**src/rtl/rr_mux4_arbiter_if.sv**
```systemverilog
// rr_mux4_arbiter_if: bundles the requester-side request/data bus and the
// arbiter-side grant/select/shared-data outputs of the 4-way round-robin mux.
// The "slave" modport is the arbiter's view; "master" is the requester side.
interface rr_mux4_arbiter_if #(
    parameter int DW = 8
);
    logic [3:0]      req;      // per-requester request, bit i = requester i
    logic [4*DW-1:0] I;        // packed requester data, requester i at [i*DW +: DW]
    logic [3:0]      gnt;      // registered one-hot grant, or all zero
    logic [1:0]      s;        // registered mux select (current/last owner)
    logic [DW-1:0]   f;        // shared output data
    logic            f_valid;  // f carries data of an active grant

    modport master (
        output req,
        output I,
        input  gnt,
        input  s,
        input  f,
        input  f_valid
    );

    modport slave (
        input  req,
        input  I,
        output gnt,
        output s,
        output f,
        output f_valid
    );
endinterface

```
**src/rtl/rr_mux4_arbiter.sv**
```systemverilog
// rr_mux4_arbiter: 4-requester round-robin arbiter driving a shared data mux.
// Grants are registered (one-cycle latency); the owner keeps the grant while
// it holds its request, and hand-over to another requester has no idle bubble.
// Optional feature macro: ARB_BURST_LIMIT_EN -- when defined, an owner is
// forced off after MAX_BURST consecutive grant cycles if someone else waits.
module rr_mux4_arbiter #(
    parameter int DW        = 8,
    parameter int MAX_BURST = 4
) (
    input  logic               clk,
    input  logic               rst,
    rr_mux4_arbiter_if.slave   bus
);

    typedef enum logic {
        IDLE  = 1'b0,
        GRANT = 1'b1
    } state_t;

    state_t          r_state;
    state_t          w_state_next;
    logic [3:0]      r_gnt;
    logic [1:0]      r_s;
    logic [1:0]      r_ptr;

    logic            w_new_grant;
    logic [1:0]      w_winner;
    logic            w_force_switch;
    logic [3:0]      w_req_others;
    logic [2:0]      w_from_ptr;
    logic [2:0]      w_from_next;
    logic [DW-1:0]   w_chan [4];

    // Reject burst lengths the 8-bit counter cannot represent.
    if ((MAX_BURST < 1) || (MAX_BURST > 255)) begin : g_bad_max_burst
        $error("rr_mux4_arbiter: MAX_BURST must be in 1..255");
    end

    // Search order start, start+1, start+2, start+3 (mod 4); first set bit wins.
    // Returns {found, index}.
    function automatic logic [2:0] rr_search(input logic [3:0] req_vec,
                                             input logic [1:0] start);
        logic       found;
        logic [1:0] idx;
        logic [1:0] win;
        found = 1'b0;
        win   = start;
        for (int k = 0; k < 4; k++) begin
            idx = start + 2'(k);
            if (!found && req_vec[idx]) begin
                found = 1'b1;
                win   = idx;
            end
        end
        return {found, win};
    endfunction

    // Requests of everyone except the current owner; used for hand-over.
    assign w_req_others = bus.req & ~(4'b0001 << r_s);
    assign w_from_ptr   = rr_search(bus.req, r_ptr);
    assign w_from_next  = rr_search(w_req_others, r_s + 2'd1);

`ifdef ARB_BURST_LIMIT_EN
    localparam logic [7:0] BURST_LAST = 8'(MAX_BURST - 1);

    logic [7:0] r_cnt;

    // Owner has used its full burst and somebody else is waiting.
    assign w_force_switch = (r_state == GRANT) && (r_cnt == BURST_LAST) && (|w_req_others);

    // Count grant cycles of the current owner; restart on every new grant,
    // saturate at the last burst slot while nobody else competes.
    always_ff @(posedge clk or posedge rst) begin
        if (rst) begin
            r_cnt <= 8'd0;
        end else if (w_new_grant) begin
            r_cnt <= 8'd0;
        end else if ((r_state == GRANT) && (w_state_next == GRANT) && (r_cnt != BURST_LAST)) begin
            r_cnt <= r_cnt + 8'd1;
        end
    end
`else
    assign w_force_switch = 1'b0;
`endif

    // Next-state and winner selection.
    always_comb begin
        w_state_next = r_state;
        w_new_grant  = 1'b0;
        w_winner     = r_s;
        case (r_state)
            IDLE: begin
                if (w_from_ptr[2]) begin
                    w_state_next = GRANT;
                    w_new_grant  = 1'b1;
                    w_winner     = w_from_ptr[1:0];
                end
            end
            GRANT: begin
                // Hand over when the owner lets go or its burst is used up;
                // a forced switch implies another requester exists.
                if (!bus.req[r_s] || w_force_switch) begin
                    if (w_from_next[2]) begin
                        w_new_grant = 1'b1;
                        w_winner    = w_from_next[1:0];
                    end else begin
                        w_state_next = IDLE;
                    end
                end
            end
            default: begin
                w_state_next = IDLE;
            end
        endcase
    end

    // State, grant, select and pointer registers.
    always_ff @(posedge clk or posedge rst) begin
        if (rst) begin
            r_state <= IDLE;
            r_gnt   <= 4'b0000;
            r_s     <= 2'd0;
            r_ptr   <= 2'd0;
        end else begin
            r_state <= w_state_next;
            if (w_new_grant) begin
                r_gnt <= 4'b0001 << w_winner;
                r_s   <= w_winner;
                r_ptr <= w_winner + 2'd1;
            end else if (w_state_next == IDLE) begin
                r_gnt <= 4'b0000;
            end
        end
    end

    // Unpack the requester data bus into per-channel words.
    for (genvar gi = 0; gi < 4; gi++) begin : g_chan
        assign w_chan[gi] = bus.I[gi*DW +: DW];
    end

    assign bus.gnt     = r_gnt;
    assign bus.s       = r_s;
    assign bus.f       = w_chan[r_s];
    assign bus.f_valid = |(r_gnt & bus.req);

endmodule

```
**src/flat_wrapper.sv**
```systemverilog
// flat-port wrapper written by rule: the top's interface ports become plain ports
module rr_mux4_arbiter_flat 
#(
    parameter int DW        = 8,
    parameter int MAX_BURST = 4
)
  (clk, rst, bus_req, bus_I, bus_gnt, bus_s, bus_f, bus_f_valid);
  rr_mux4_arbiter_if #(.DW(DW)) bus_i ();
  input  logic clk;
  input  logic rst;
  input wire logic [$bits(bus_i.req)-1:0] bus_req;
  input wire logic [$bits(bus_i.I)-1:0] bus_I;
  output wire logic [$bits(bus_i.gnt)-1:0] bus_gnt;
  output wire logic [$bits(bus_i.s)-1:0] bus_s;
  output wire logic [$bits(bus_i.f)-1:0] bus_f;
  output wire logic [$bits(bus_i.f_valid)-1:0] bus_f_valid;
  assign bus_i.req = bus_req;
  assign bus_i.I = bus_I;
  assign bus_gnt = bus_i.gnt;
  assign bus_s = bus_i.s;
  assign bus_f = bus_i.f;
  assign bus_f_valid = bus_i.f_valid;
  rr_mux4_arbiter #(.DW(DW), .MAX_BURST(MAX_BURST)) u_core (.clk(clk), .rst(rst), .bus(bus_i));
endmodule
```
**config.mk**
```make
export PLATFORM = sky130hd
export DESIGN_NAME = rr_mux4_arbiter_flat
export DESIGN_NICKNAME = d
export VERILOG_FILES = /design/src/rtl/rr_mux4_arbiter_if.sv /design/src/rtl/rr_mux4_arbiter.sv /design/src/flat_wrapper.sv
export SDC_FILE = /design/constraint.sdc
export NUM_CORES = 1
export LEC_CHECK = 0
export BUFFER_PORTS_ARGS = -buffer_cell sky130_fd_sc_hd__buf_2
export CAP_MARGIN = 10
export CORE_ASPECT_RATIO = 2
export CORE_MARGIN = 4
export CORE_UTILIZATION = 30
export DETAILED_ROUTE_END_ITERATION = 12
export HOLD_SLACK_MARGIN = 0.1
export PLACE_DENSITY = 0.58
export SLEW_MARGIN = 20
export SYNTH_ARGS = -nofsm -noshare
export SYNTH_HDL_FRONTEND = slang
export SYNTH_SLANG_ARGS = --single-unit
```
**constraint.sdc**
```tcl
create_clock -name clk -period 3.1 [get_ports clk]
set_input_delay 0.93 -clock clk [delete_from_list [all_inputs] [get_ports clk]]
set_output_delay 0.93 -clock clk [all_outputs]
set_load 0.02 [all_outputs]
```
Word-level counts from Yosys, hierarchy flattened. Index checks and enable logic that the tools add are counted.

Output and inout port bits: 15. Register bits: 9. Input bits: 38. Word-level logic and storage cells: 90.

$add $sub $neg: 8. Reduce and logical (&&, ||, !) cells: 13. Shifts and indexed selects: 2. Mux-type cells: 47. Bitwise gates (word level): 5. Equality and inequality tests: 1. $lt $le $gt $ge: 10.

Operator list (count): $lt A2 B3 Y1 const B (9); $mux W1 (21); $bmux W1 S2 (9); $mux W2 (9); $bmux W8 S2 (1); $mux W8 (2); $add A2 B1 Y2 const B (4); $add A2 B2 Y2 const B (4); $and A4 B4 Y4 (2); $mux W4 (2); $shl A1 B2 Y4 const A (2); $logic_and A1 B1 Y1 (6); $logic_not A1 Y1 (6); $not A4 Y4 (1); $pmux W1 S2 (2); $pmux W2 S2 (1); $reduce_or A4 Y1 (1); $ge A3 B3 Y1 const B (1); $not A2 Y3 (1); $ne A2 B2 Y1 const B (1); $not A1 Y1 (1).

Logic depth before layout (Yosys ltp).
Depth in word-level cells: 20. Gate-level depth with buffers: 10. Gate-level depth less buffers: 9.

Worst setup path after synthesis. OpenSTA, ideal clock, no wires.

Path kind: register to register. From: register u_core.r_s[1], in the netlist u_core.bus.s[1]. To: register u_core.r_ptr[1]. Buffers on the path: 1. Path slack: 42 ps. Cell stages (with the launch flop): 11. Clock period less this slack: 3058 ps. Arrival: 2933 ps. Required time: 2975 ps. Setup time: 125 ps. Cell sequence: dfrtp_1 -> clkbuf_1 -> inv_1 -> ha_1 -> or3b_1 -> a41oi_1 -> a2111oi_2 -> mux2i_1 -> or2_1 -> ha_1 -> mux2_4.

Longest elaborated chain between the ends: 19. Elaborated cells on any way between the ends: 38. Those cells by class: 5 x add/sub; 1 x shift; 24 x mux; 2 x bitwise; 6 x reduce/logical.

Ends and longest elaborated chain: start, declared (line rr_mux4_arbiter.sv:23) `logic [1:0] r_s;`; start signal, assigned (line rr_mux4_arbiter.sv:128) `r_s <= w_winner;`; parallel branches: the longest is 16 deep, another holds $add A2 B1 Y2; $mux W2 * (line rr_mux4_arbiter.sv:102) `if (!bus.req[r_s] || w_force_switch) begin`; $pmux W2 S2 * (line rr_mux4_arbiter.sv:91) `case (r_state)`; via u_core.w_winner[0] (line rr_mux4_arbiter.sv:27) `logic [1:0] w_winner;`; $add A2 B1 Y2 * (line rr_mux4_arbiter.sv:129) `r_ptr <= w_winner + 2'd1;`; end signal, assigned (line rr_mux4_arbiter.sv:129); end, declared (line rr_mux4_arbiter.sv:24) `logic [1:0] r_ptr;`.

Mark *: on every way through the listed nets, which the timed path passes. The select of a mux whose other input is x is not followed. A chain may end at the register's enable or synchronous reset.

Worst setup path after layout.
From: register u_core.r_s[0], in the netlist u_core.bus.s[0]. To: register u_core.r_ptr[1].

Longest elaborated chain between the ends: 19. Elaborated cells on any way between the ends: 38. Those cells by class: 5 x add/sub; 1 x shift; 24 x mux; 2 x bitwise; 6 x reduce/logical.

Ends and longest elaborated chain (line): parallel branches: the longest is 17 deep, another holds $add A2 B1 Y2; $pmux W2 S2 * (rr_mux4_arbiter.sv:91); via u_core.w_winner[0] (rr_mux4_arbiter.sv:27); $add A2 B1 Y2 * (rr_mux4_arbiter.sv:129).

Marked as above.

==> metrics.csv <==
stage,metric,value,unit
run_status,status,completed,
logic_synthesis,Post-synth ARST share,100.0,%
floorplanning,Total Die Area,4957,µm²
cells_and_area,Storage cell area,225.2,µm²
cells_and_area,Finished Layout Cells,219,
route,Residual DRC,0,
floorplanning,DIE HEIGHT,95.65,µm
route,DRT Pass-1 Iters,5,
clock_network,clk slew on worst S/H paths,50,ps
setup_path,"delay-heaviest family, CP",simple AND/OR/NAND/NOR gates,
timing,worst setup margin,316.9,ps
logic_synthesis,mean cell area of the mapped netlist,10.29,µm²
setup_path,worst path cell trace,inv_1 > ha_1 > or3b_1 > a41oi_1 > a2111oi_2 > mux2i_1 > or2_1 > ha_1 > mux2_4,
setup_path,Reg-to-Reg Start,u_core.bus.s[0],
place,Place WS,101.1,ps
setup_path,R2R depth,9,
clock_network,clk_lat worst skew,230,ps
logic_synthesis,top cell type's share of synthesized area,19.54,%
logic_synthesis,Synth warnings,0,
pwr,"Power, Total",1.618,mW
timing,Peak Freq,359.3,MHz
logic_synthesis,ranking of synthesized cells by area,"dfrtp_1 20%, mux4_2 18%, ha_1 8.7%",
logic_synthesis,Post-Synthesis Cell Area,1152,µm²
clock_network,CTS Root Buffer Type,clkbuf_8,
clock_network,clock buffer depth,2,
run,Max Cap Violations,0,
timing,Max Clock Skew,6.794,ps
logic_synthesis,"FF+latch count, synth",9,
logic_synthesis,number of enable flip-flop cells after synthesis,0,
logic_synthesis,Synth Net Count,158,
setup_path,worst setup path startpoint,u_core.bus.s[0],
setup_path,WP buf/inv,1,
global_route,met2 Usage GRT,27.84,%
place,GP Congestion,0.9617,
logic_synthesis,top post-synthesis cells by count,"9 x dfrtp_1, 9 x mux4_2, 9 x nor2_1",
logic_synthesis,Synth area leader,dfrtp_1,
clock_network,Post CTS Setup Buffer Count,0,
floorplanning,Initial Util,31.61,%
floorplanning,Ports,53,
cells_and_area,Post-Layout Inst Area,1543,µm²
global_route,vias in the first global route,1261,
setup_path,startpoint types,register,
cells_and_area,fill cell count,397,
timing,final slew viol count,0,
global_route,Total GRT Usage,14.60,%
setup_path,worst setup path endpoint,u_core.r_ptr[1],
logic_synthesis,Mapped Cells,112,
timing,Final Hold Violating Endpoints,0,
clock_network,TritonCTS clock tree,yes,
timing,fin crit period,2783,ps
pwr,P per Cell Area,1049,nW/µm²
place,port buffer count,52,
route,WL/cell,16.47,µm
setup_path,WP data arrival,2900,ps
timing,RSZ-0062 raised after global routing,false,
setup_path,Reg2Reg Setup Slack,320,ps
setup_path,most frequent CP cell,ha_1,
route,Starting DRT DRC Count,24,
global_route,met1 Resource Use GR,12.60,%
route,final wirelength,3606,µm
cells_and_area,Layout Nets,217,
place,placed cells,215,
timing,Slew HR,67.96,%
min_path,hold path cells,1,
timing,final setup violation count,0,
clock_network,CTS sink count,9,
floorplanning,FP Rows,31,
setup_path,Slowest Stage Delay on Critical Path,470,ps
route,vias per cell,5.406,
clock_network,TritonCTS Buffers,3,
timing,Fin Setup TNS,0,ps
place,Post-DP Area,1496,µm²
setup_path,CP Class,register to register,
global_route,met3 Use GR,2.973,%
setup_path,WP depth,9,
setup_path,worst r2r dst,u_core.r_ptr[1],
logic_synthesis,post-synthesis sequential area ratio,19.54,%
cells_and_area,layout cells sized above 1,48.82,%
timing,Tcrit/Tclk final,89.78,%
place,post-DP HPWL,3041,µm
min_path,Min-Delay Path Class,register to register,
logic_synthesis,post-synth cell types,46,
setup_path,Worst EP required,3220,ps
pwr,P_leak,0.7255,nW
cells_and_area,# diodes,0,
logic_synthesis,Synth Flop Type,dfrtp_1,
global_route,total congestion overflow,0,
cells_and_area,synth-to-layout area growth,33.88,%
timing,Least-Margin Pin Slew,480.6,ps
global_route,initial antenna violation count,0,
route,routed via count,1184,
pwr,Peak VDD IR,0.5733,mV
clock_network,htree depth,1,
floorplanning,DIE WIDTH,51.83,µm
setup_path,critical path endpoint category,register,
route,final antenna-violating net count,0,
cells_and_area,area occupied by multi-input gates,854.6,µm²
clock_network,Post-CTS Hold Fix Bufs,0,
setup_path,slowest library cell on the worst path,dfrtp_1,
clock_network,post_cts resized,0,
floorplanning,Core ar.,3646,µm²
global_route,pin count of the biggest net entering global routing,17,
global_route,Most Crowded Layer GR,met2,
global_route,first-pass GRT wire length,5492,µm
setup_path,worst-path fanout max,7,
cell usage in the layout (no fill, tap or decap), drive strengths merged, types with 4 or more instances in the layout:
master  netlist  routed
nor2          9       9
nand2b        4       4
mux4          9       9
a22o          4       4
ha            8       8
buf           6      62
dfrtp         9       9
a21oi         6       6
inv           4       4
nor2b         4       4
power by group:
part	total, mW	internal, mW	switching (mW)
Combinational	1.24	0.593	0.651
Clock	0.134	0.0876	0.0460
Sequential	0.240	0.171	0.0689
layout make-up:
| type | count | area share [%] |
|---|---|---|
| Sequential cell | 9 | 14.60 |
| Multi-Input combinational cell | 90 | 55.39 |
| Clock buffer | 3 | 2.676 |
| Tap cell | 49 | 3.974 |
| Clock inverter | 1 | 0.3244 |
| Timing Repair Buffer | 62 | 21.74 |
| Inverter | 5 | 1.298 |
worst register-to-register path, stage by stage (launching register included):
cell,delay (ps)
dfrtp_1,470
inv_1,90
ha_1,380
or3b_1,440
a41oi_1,270
a2111oi_2,70
mux2i_1,130
or2_1,280
ha_1,300
mux2_4,250
logic make-up (layout without fill, tap and decap cells):
group	after synthesis	after routing	synth area share, %
muxes	13	13	21.50
adders and majority gates	8	8	8.687
AOI/OAI and AO/OA	31	31	21.72
buffers and inverters	13	71	6.297
and+or+nand+nor	38	38	22.26
DFF	9	9	19.54
how the worst min path moves through the flow:
stage	slack [ps]	to	startpoint
global placement	510	u_core.bus.gnt[1]	u_core.bus.gnt[1]
global route	550	u_core.bus.gnt[0]	u_core.bus.gnt[0]
finish	530	u_core.bus.gnt[0]	u_core.bus.gnt[0]
detailed placement	510	u_core.bus.gnt[1]	u_core.bus.gnt[1]
floorplan	590	u_core.r_state	u_core.r_state
CTS	530	u_core.bus.gnt[1]	u_core.bus.gnt[1]
sequential cells by signal, summed over array words and instances, names as in the netlist:
register / flops
u_core.bus.s: 2
u_core.r_state: 1
u_core.bus.gnt: 4
u_core.r_ptr: 2
layer usage:
layer  up-vias  routed length (µm)
li1        552                   -
met1       554                1158
met2        65                1967
met3        13                 309
met4         0                 171
met5         -                   0
through the flow:
stage | util [%] | hold slack (ps)
after floorplan | - | 588.6
after global placement | 41.04 | 513.8
after detailed placement | 41.04 | 513.8
after CTS | 42.31 | 530.6
after global routing | 42.31 | 554.2
final | 42.31 | 532.4
Note: power is estimated with default switching activity, not from simulation.
